<file path="src/rtl/four_input_adder_pkg.sv">
// ---------------------------------------------------------------------------
// four_input_adder_pkg
// Shared definitions for the serial four-operand adder datapath.
//   feeder_state_e  : operand feeder FSM states (IDLE, SHIFT, FLUSH)
//   FLUSH_BEATS     : zero beats appended to every frame so the downstream
//                     serial adder can drain its two carry bits
//   frame_len()     : beats per frame for a given operand width
//   beat_cnt_width(): bits needed to count every beat of one frame
// ---------------------------------------------------------------------------
package four_input_adder_pkg;

    typedef enum logic [1:0] {
        IDLE  = 2'd0,
        SHIFT = 2'd1,
        FLUSH = 2'd2
    } feeder_state_e;

    // Four WIDTH-bit addends sum to at most WIDTH+2 bits, so two extra
    // all-zero beats are enough to push out both carry registers.
    localparam int FLUSH_BEATS = 2;

    function automatic int frame_len(input int width);
        return width + FLUSH_BEATS;
    endfunction

    function automatic int beat_cnt_width(input int width);
        return $clog2(width + FLUSH_BEATS);
    endfunction

endpackage

</file>
<file path="src/rtl/operand_serial_feeder_if.sv">
// ---------------------------------------------------------------------------
// operand_serial_feeder_if
// Bundles the operand-side and serial-side handshakes of the feeder.
//   op0_in..op3_in, op_valid_in / op_ready_out : parallel operand set
//   a0_out..a3_out, bit_valid_out / bit_ready_in: serial beat stream
//   first_out, last_out                          : frame delimiters
//   busy_out                                     : frame in progress
// Modports:
//   master : the feeder itself (produces the serial stream)
//   slave  : the environment (supplies operands, consumes beats)
// ---------------------------------------------------------------------------
interface operand_serial_feeder_if #(
    parameter int WIDTH = 8
) ();

    logic [WIDTH-1:0] op0_in;
    logic [WIDTH-1:0] op1_in;
    logic [WIDTH-1:0] op2_in;
    logic [WIDTH-1:0] op3_in;
    logic             op_valid_in;
    logic             op_ready_out;
    logic             a0_out;
    logic             a1_out;
    logic             a2_out;
    logic             a3_out;
    logic             bit_valid_out;
    logic             bit_ready_in;
    logic             first_out;
    logic             last_out;
    logic             busy_out;

    modport master (
        input  op0_in, op1_in, op2_in, op3_in, op_valid_in, bit_ready_in,
        output op_ready_out, a0_out, a1_out, a2_out, a3_out,
               bit_valid_out, first_out, last_out, busy_out
    );

    modport slave (
        output op0_in, op1_in, op2_in, op3_in, op_valid_in, bit_ready_in,
        input  op_ready_out, a0_out, a1_out, a2_out, a3_out,
               bit_valid_out, first_out, last_out, busy_out
    );

endinterface

</file>
<file path="src/rtl/serial_shift_register.sv">
// ---------------------------------------------------------------------------
// serial_shift_register
// WIDTH-bit parallel-load register that shifts right (towards bit 0) on
// shift_en, filling with zeros from the top. bit_out is the current LSB.
// Once WIDTH shifts have happened the register is all zero, which is what
// provides the flush beats at the end of a frame without extra muxing.
//   clk      : clock
//   srst     : synchronous active-high reset (clears the register)
//   load     : load din (wins over shift_en)
//   shift_en : shift right by one
//   din      : parallel operand
//   bit_out  : registered serial bit
// ---------------------------------------------------------------------------
module serial_shift_register #(
    parameter int WIDTH = 8
) (
    input  logic             clk,
    input  logic             srst,
    input  logic             load,
    input  logic             shift_en,
    input  logic [WIDTH-1:0] din,
    output logic             bit_out
);

    logic [WIDTH-1:0] data_reg;

    always_ff @(posedge clk) begin
        if (srst) begin
            data_reg <= '0;
        end else if (load) begin
            data_reg <= din;
        end else if (shift_en) begin
            data_reg <= {1'b0, data_reg[WIDTH-1:1]};
        end
    end

    assign bit_out = data_reg[0];

endmodule

</file>
<file path="src/rtl/operand_serial_feeder.sv">
// ---------------------------------------------------------------------------
// operand_serial_feeder
// Accepts four parallel unsigned operands and streams them LSB first, one
// bit of each operand per beat, into a four-input serial full adder. Each
// frame is WIDTH data beats followed by two all-zero carry-flush beats.
//   clk_in : clock
//   rst_in : synchronous active-high reset
//   bus    : operand_serial_feeder_if.master (operand handshake, serial
//            beat handshake, first/last/busy status)
// Beat 0 of an accepted set appears the cycle after acceptance; a new set
// can be taken on the final beat of the current frame, so consecutive
// frames run with no idle beat between them.
// ---------------------------------------------------------------------------
module operand_serial_feeder
    import four_input_adder_pkg::*;
#(
    parameter int WIDTH = 8
) (
    input  logic                   clk_in,
    input  logic                   rst_in,
    operand_serial_feeder_if.master bus
);

    localparam int FRAME_LEN = frame_len(WIDTH);
    localparam int CNT_W     = beat_cnt_width(WIDTH);

    localparam logic [CNT_W-1:0] LAST_DATA_BEAT = CNT_W'(WIDTH - 1);
    localparam logic [CNT_W-1:0] LAST_BEAT      = CNT_W'(FRAME_LEN - 1);

    feeder_state_e    state_reg;
    logic [CNT_W-1:0] beat_cnt_reg;
    logic             bit_valid_reg;
    logic             first_reg;
    logic             last_reg;
    logic             busy_reg;
    logic             idle_reg;

    logic             beat_fire;
    logic             op_fire;
    logic             op_ready;
    logic [WIDTH-1:0] op_arr [4];
    logic [3:0]       a_bits;

    // idle_reg and last_reg are registered; the final-beat term has to be
    // qualified by the live bit_ready_in so the next set is accepted in
    // exactly the cycle the last beat leaves, giving gap-free frames.
    assign op_ready  = idle_reg | (last_reg & bus.bit_ready_in);
    assign op_fire   = bus.op_valid_in & op_ready;
    assign beat_fire = bit_valid_reg & bus.bit_ready_in;

    always_ff @(posedge clk_in) begin
        if (rst_in) begin
            state_reg     <= IDLE;
            beat_cnt_reg  <= '0;
            bit_valid_reg <= 1'b0;
            first_reg     <= 1'b0;
            last_reg      <= 1'b0;
            busy_reg      <= 1'b0;
            idle_reg      <= 1'b1;
        end else begin
            case (state_reg)
                IDLE: begin
                    if (op_fire) begin
                        state_reg     <= SHIFT;
                        beat_cnt_reg  <= '0;
                        bit_valid_reg <= 1'b1;
                        first_reg     <= 1'b1;
                        last_reg      <= 1'b0;
                        busy_reg      <= 1'b1;
                        idle_reg      <= 1'b0;
                    end
                end
                SHIFT: begin
                    if (beat_fire) begin
                        first_reg    <= 1'b0;
                        beat_cnt_reg <= beat_cnt_reg + CNT_W'(1);
                        if (beat_cnt_reg == LAST_DATA_BEAT) begin
                            state_reg <= FLUSH;
                        end
                    end
                end
                FLUSH: begin
                    if (beat_fire) begin
                        if (beat_cnt_reg == LAST_BEAT) begin
                            if (op_fire) begin
                                // Back-to-back: next frame starts right away.
                                state_reg     <= SHIFT;
                                beat_cnt_reg  <= '0;
                                bit_valid_reg <= 1'b1;
                                first_reg     <= 1'b1;
                                last_reg      <= 1'b0;
                                busy_reg      <= 1'b1;
                                idle_reg      <= 1'b0;
                            end else begin
                                state_reg     <= IDLE;
                                beat_cnt_reg  <= '0;
                                bit_valid_reg <= 1'b0;
                                first_reg     <= 1'b0;
                                last_reg      <= 1'b0;
                                busy_reg      <= 1'b0;
                                idle_reg      <= 1'b1;
                            end
                        end else begin
                            beat_cnt_reg <= beat_cnt_reg + CNT_W'(1);
                            last_reg     <= ((beat_cnt_reg + CNT_W'(1)) == LAST_BEAT);
                        end
                    end
                end
                default: begin
                    state_reg     <= IDLE;
                    beat_cnt_reg  <= '0;
                    bit_valid_reg <= 1'b0;
                    first_reg     <= 1'b0;
                    last_reg      <= 1'b0;
                    busy_reg      <= 1'b0;
                    idle_reg      <= 1'b1;
                end
            endcase
        end
    end

    assign op_arr[0] = bus.op0_in;
    assign op_arr[1] = bus.op1_in;
    assign op_arr[2] = bus.op2_in;
    assign op_arr[3] = bus.op3_in;

    // One shift register per operand lane. A load always coincides with
    // either IDLE or the final (already all-zero) beat, so load-over-shift
    // priority never loses a data bit.
    genvar gi;
    generate
        for (gi = 0; gi < 4; gi++) begin : g_lane
            serial_shift_register #(
                .WIDTH (WIDTH)
            ) u_sr (
                .clk      (clk_in),
                .srst     (rst_in),
                .load     (op_fire),
                .shift_en (beat_fire),
                .din      (op_arr[gi]),
                .bit_out  (a_bits[gi])
            );
        end
    endgenerate

    assign bus.a0_out        = a_bits[0];
    assign bus.a1_out        = a_bits[1];
    assign bus.a2_out        = a_bits[2];
    assign bus.a3_out        = a_bits[3];
    assign bus.op_ready_out  = op_ready;
    assign bus.bit_valid_out = bit_valid_reg;
    assign bus.first_out     = first_reg;
    assign bus.last_out      = last_reg;
    assign bus.busy_out      = busy_reg;

endmodule

</file>
<file path="src/flat_wrapper.sv">
// flat-port wrapper written by rule: the top's interface ports become plain ports
module operand_serial_feeder_flat import four_input_adder_pkg::*;
#(
    parameter int WIDTH = 8
)
  (clk_in, rst_in, bus_op0_in, bus_op1_in, bus_op2_in, bus_op3_in, bus_op_valid_in, bus_bit_ready_in, bus_op_ready_out, bus_a0_out, bus_a1_out, bus_a2_out, bus_a3_out, bus_bit_valid_out, bus_first_out, bus_last_out, bus_busy_out);
  operand_serial_feeder_if #(.WIDTH(WIDTH)) bus_i ();
  input  logic clk_in;
  input  logic rst_in;
  input wire logic [$bits(bus_i.op0_in)-1:0] bus_op0_in;
  input wire logic [$bits(bus_i.op1_in)-1:0] bus_op1_in;
  input wire logic [$bits(bus_i.op2_in)-1:0] bus_op2_in;
  input wire logic [$bits(bus_i.op3_in)-1:0] bus_op3_in;
  input wire logic [$bits(bus_i.op_valid_in)-1:0] bus_op_valid_in;
  input wire logic [$bits(bus_i.bit_ready_in)-1:0] bus_bit_ready_in;
  output wire logic [$bits(bus_i.op_ready_out)-1:0] bus_op_ready_out;
  output wire logic [$bits(bus_i.a0_out)-1:0] bus_a0_out;
  output wire logic [$bits(bus_i.a1_out)-1:0] bus_a1_out;
  output wire logic [$bits(bus_i.a2_out)-1:0] bus_a2_out;
  output wire logic [$bits(bus_i.a3_out)-1:0] bus_a3_out;
  output wire logic [$bits(bus_i.bit_valid_out)-1:0] bus_bit_valid_out;
  output wire logic [$bits(bus_i.first_out)-1:0] bus_first_out;
  output wire logic [$bits(bus_i.last_out)-1:0] bus_last_out;
  output wire logic [$bits(bus_i.busy_out)-1:0] bus_busy_out;
  assign bus_i.op0_in = bus_op0_in;
  assign bus_i.op1_in = bus_op1_in;
  assign bus_i.op2_in = bus_op2_in;
  assign bus_i.op3_in = bus_op3_in;
  assign bus_i.op_valid_in = bus_op_valid_in;
  assign bus_i.bit_ready_in = bus_bit_ready_in;
  assign bus_op_ready_out = bus_i.op_ready_out;
  assign bus_a0_out = bus_i.a0_out;
  assign bus_a1_out = bus_i.a1_out;
  assign bus_a2_out = bus_i.a2_out;
  assign bus_a3_out = bus_i.a3_out;
  assign bus_bit_valid_out = bus_i.bit_valid_out;
  assign bus_first_out = bus_i.first_out;
  assign bus_last_out = bus_i.last_out;
  assign bus_busy_out = bus_i.busy_out;
  operand_serial_feeder #(.WIDTH(WIDTH)) u_core (.clk_in(clk_in), .rst_in(rst_in), .bus(bus_i));
endmodule
</file>
<file path="config.mk">
export PLATFORM = sky130hd
export DESIGN_NAME = operand_serial_feeder_flat
export DESIGN_NICKNAME = d
export VERILOG_FILES = /design/src/rtl/four_input_adder_pkg.sv /design/src/rtl/operand_serial_feeder_if.sv /design/src/rtl/serial_shift_register.sv /design/src/rtl/operand_serial_feeder.sv /design/src/flat_wrapper.sv
export SDC_FILE = /design/constraint.sdc
export NUM_CORES = 1
export LEC_CHECK = 0
export ABC_AREA = 1
export BUFFER_PORTS_ARGS = -buffer_cell sky130_fd_sc_hd__clkbuf_2
export CAP_MARGIN = 20
export CELL_PAD_IN_SITES_DETAIL_PLACEMENT = 1
export CELL_PAD_IN_SITES_GLOBAL_PLACEMENT = 2
export CORE_MARGIN = 3
export CORE_UTILIZATION = 30
export CTS_CLUSTER_SIZE = 30
export DETAILED_ROUTE_END_ITERATION = 7
export GPL_ROUTABILITY_DRIVEN = 0
export PLACE_DENSITY = 0.82
export SLEW_MARGIN = 20
export SYNTH_ARGS = -nofsm -noshare
export SYNTH_HDL_FRONTEND = slang
export SYNTH_SLANG_ARGS = --single-unit
export TNS_END_PERCENT = 30
</file>
<file path="constraint.sdc">
create_clock -name clk_in -period 1.6 [get_ports clk_in]
set_input_delay 0.16 -clock clk_in [delete_from_list [all_inputs] [get_ports clk_in]]
set_output_delay 0.16 -clock clk_in [all_outputs]
set_load 0.03 [all_outputs]
</file>
==> key figures <==
STA
  • Endpoints failing hold: 0
  • TNS Setup: 0 ns
  • Normalized max-slew margin: 79.0%
  • Achievable clock frequency: 694 MHz
  • Post-route setup slack: 0.158 ns
  • Final worst path period need: 1.44 ns
  • Tcrit/Tclk final: 90.1%
  • Final setup vio count: 0
  • Minimum hold slack: 0.0922 ns
  • Tightest Pin Transition: 0.313 ns
  • RSZ-0062 raised after global routing: no
  • Skew final: 0.00532 ns
  • Slew Viols, Final: 0

Floorplan
  • Site row count: 29
  • Die area: 7870 sq um
  • Ports: 45
  • Core area: 6490 sq um
  • Die height: 88.7 um
  • Initial Utilization: 31.6%
  • Die width: 88.7 um

Worst setup path
  • Reg2reg start: u_core.state_reg[0]
  • WP data required: 1.79 ns
  • Critical path data arrival time: 1.63 ns
  • Reg2Reg Depth: 8
  • Reg-to-reg slack, setup: 0.16 ns
  • RR Endpoint: u_core.beat_cnt_reg[0]
  • WS Path Type: reg -> reg
  • CP Max Fanout: 7
  • Setup crit end kind: flip-flop
  • CP Launch Type: flip-flop

Placement
  • HPWL Detailed: 3.82 mm
  • PortBufs: 44
  • DP Worst Slack: 0.172 ns
  • # placed instances: 393
  • Cell Area, Placed: 2340 sq um

Clock network
  • CTS tree: built
  • CTS Root Cell: clkbuf_8
  • Clock Tree Buf Depth: 2
  • Clock sink count: 42
  • Cts bufs inserted: 5
  • Setup Buffers After CTS: 0
  • Clk_lat worst skew: 0.30 ns
  • Hold buffers post-CTS: 0
  • H-tree levels: 2
  • Clock-pin slew on the worst setup and hold paths: 0.08 ns

Yosys
  • Yosys Warn Count: 0
  • Yosys cell types: 23
  • Post-Syn Nets: 325
  • Register area share after synthesis: 41.0%
  • Average instance area after synthesis: 7.28 sq um
  • Mapped Area: 2050 sq um
  • Mapped Cells: 282
  • FF+latch count, synth: 42

GRT
  • Vias in the first global route: 1889
  • Gr usage total: 14.2%
  • First-pass GRT wire length: 8.84 mm
  • Antenna violations before repair: 0
  • Largest net degree at the start of global routing: 29
  • GRT overflow: 0

Worst hold path
  • Hold EP: u_core.g_lane[1].u_sr.data_reg[7]
  • Min-delay src: bus_op1_in[7]
  • Hold Path Class: in -> reg
  • WHS Path Cells: 3

Detailed routing
  • Vias: 1971
  • DRT Pass-1 Iters: 4
  • Antenna Violating Nets Remaining: 0
  • Residual DRC: 0
  • Routed WL per cell: 13.4 um
  • DR iter-0 viols: 101
  • Drt total wl: 5.39 mm
  • Via density per instance: 4.92

Final layout
  • Final Non-Filler Cells: 401
  • Post-layout util: 37.8%
  • Ant. Diodes: 0
  • Fin area: 2450 sq um
  • Final nets: 366
  • Area grow syn2layout: 19.5%
  • Share of cells above drive strength 1: 22.2%
  • Max reg flops: 32

Outcome
  • Status: complete, no violations

Pwr
  • P_leak: 1.06 nW
  • PwrDens: 1590 nW/um^2
  • Power consumption: 3.91 mW
  • Peak ir drop on the vdd network: 0.000715 V

Flow run
  • Max-Cap Viols: 0
worst max path at each step:
stage | endpoint | cells past startpoint | startpoint | slack [ns]
finish | u_core.beat_cnt_reg[0] | 8 | u_core.state_reg[0] | 0.16
global route | u_core.beat_cnt_reg[0] | 8 | u_core.state_reg[0] | 0.03
CTS | u_core.beat_cnt_reg[0] | 8 | u_core.state_reg[0] | 0.16
detailed placement | u_core.beat_cnt_reg[0] | 8 | u_core.state_reg[0] | 0.17
global placement | u_core.beat_cnt_reg[0] | 8 | u_core.state_reg[1] | 0.21
floorplan | u_core.g_lane[1].u_sr.data_reg[4] | 7 | u_core.bus.last_out | 0.13
synthesized netlist by cell type (all sizes together):
cell type,number,area share (%)
a21boi,1,0.91
a21oi,11,3.2
a31oi,28,8.5
buf,14,5.3
clkbuf,3,0.55
clkinv,1,0.18
dfxtp,42,41
ha,7,4.3
inv,17,3.1
nand2,95,18
nand3,38,9.3
nand4,2,0.61
nor2,19,3.6
o21ai,3,0.73
o21bai,1,0.55
worst max-delay path: stages, from the launching register on:
cell,delay (ns)
dfxtp_1,0.36
inv_1,0.09
ha_1,0.25
nand2_1,0.10
nand2_1,0.09
a21oi_4,0.19
inv_1,0.08
a21oi_1,0.12
nor2_1,0.05
metal layers:
layer  routed length [um]  part of all wire (%)  global-route usage, %  vias to the layer above
li1                     -                     -                      -                     1009
met1                 2620                    49                   19.0                      918
met2                 2480                    46                   22.5                       38
met3                  238                   4.4                   3.82                        6
met4                   60                   1.1                   4.12                        0
met5                    0                     0                      0                        -
power breakdown:
group | switching [mW] | total, mW | internal (mW)
registers | 0.185 | 1.45 | 1.27
clock network | 0.383 | 0.851 | 0.468
logic | 1.04 | 1.60 | 0.565
cells in the final DEF, fill, tap and decap left out:
cell,count
clkinv_1,1
nand2_2,4
inv_2,3
dfxtp_1,41
inv_1,14
bufinv_16,1
nor2_2,1
buf_4,4
ha_1,7
clkbuf_2,44
o21ai_0,3
nor2_1,18
nand3_1,38
clkinv_2,1
a21oi_1,10
buf_12,3
o21bai_2,1
nand2_4,1
a21boi_4,1
a31oi_1,28
dfxtp_2,1
clkbuf_8,5
inv_6,1
nand2_1,90
a21oi_4,1
nand4_1,2
logic make-up (layout without fill, tap and decap cells):
logic type	Yosys count	after routing	share of synthesized area, %
compound gates	44	44	14.0
fa+ha+maj	7	7	4.27
buf+inv	35	77	9.14
flops	42	42	41.0
simple gates	154	154	31.7
timing repair:
item | 4_1_cts | 5_1_grt
hold endpoints to repair | 0 | 0
setup endpoints to repair | 0 | 1
gates resized for setup | 0 | 1
layout make-up:
cell class,count,area [sq um]
clock buffer,5,68.8
clock inverter,3,43.8
fill,839,4040
inverter,18,67.6
multi-input combinational,205,1020
sequential,42,842
tap,77,96.3
timing repair buffer,51,310
Power figures use the tool's default switching activity.
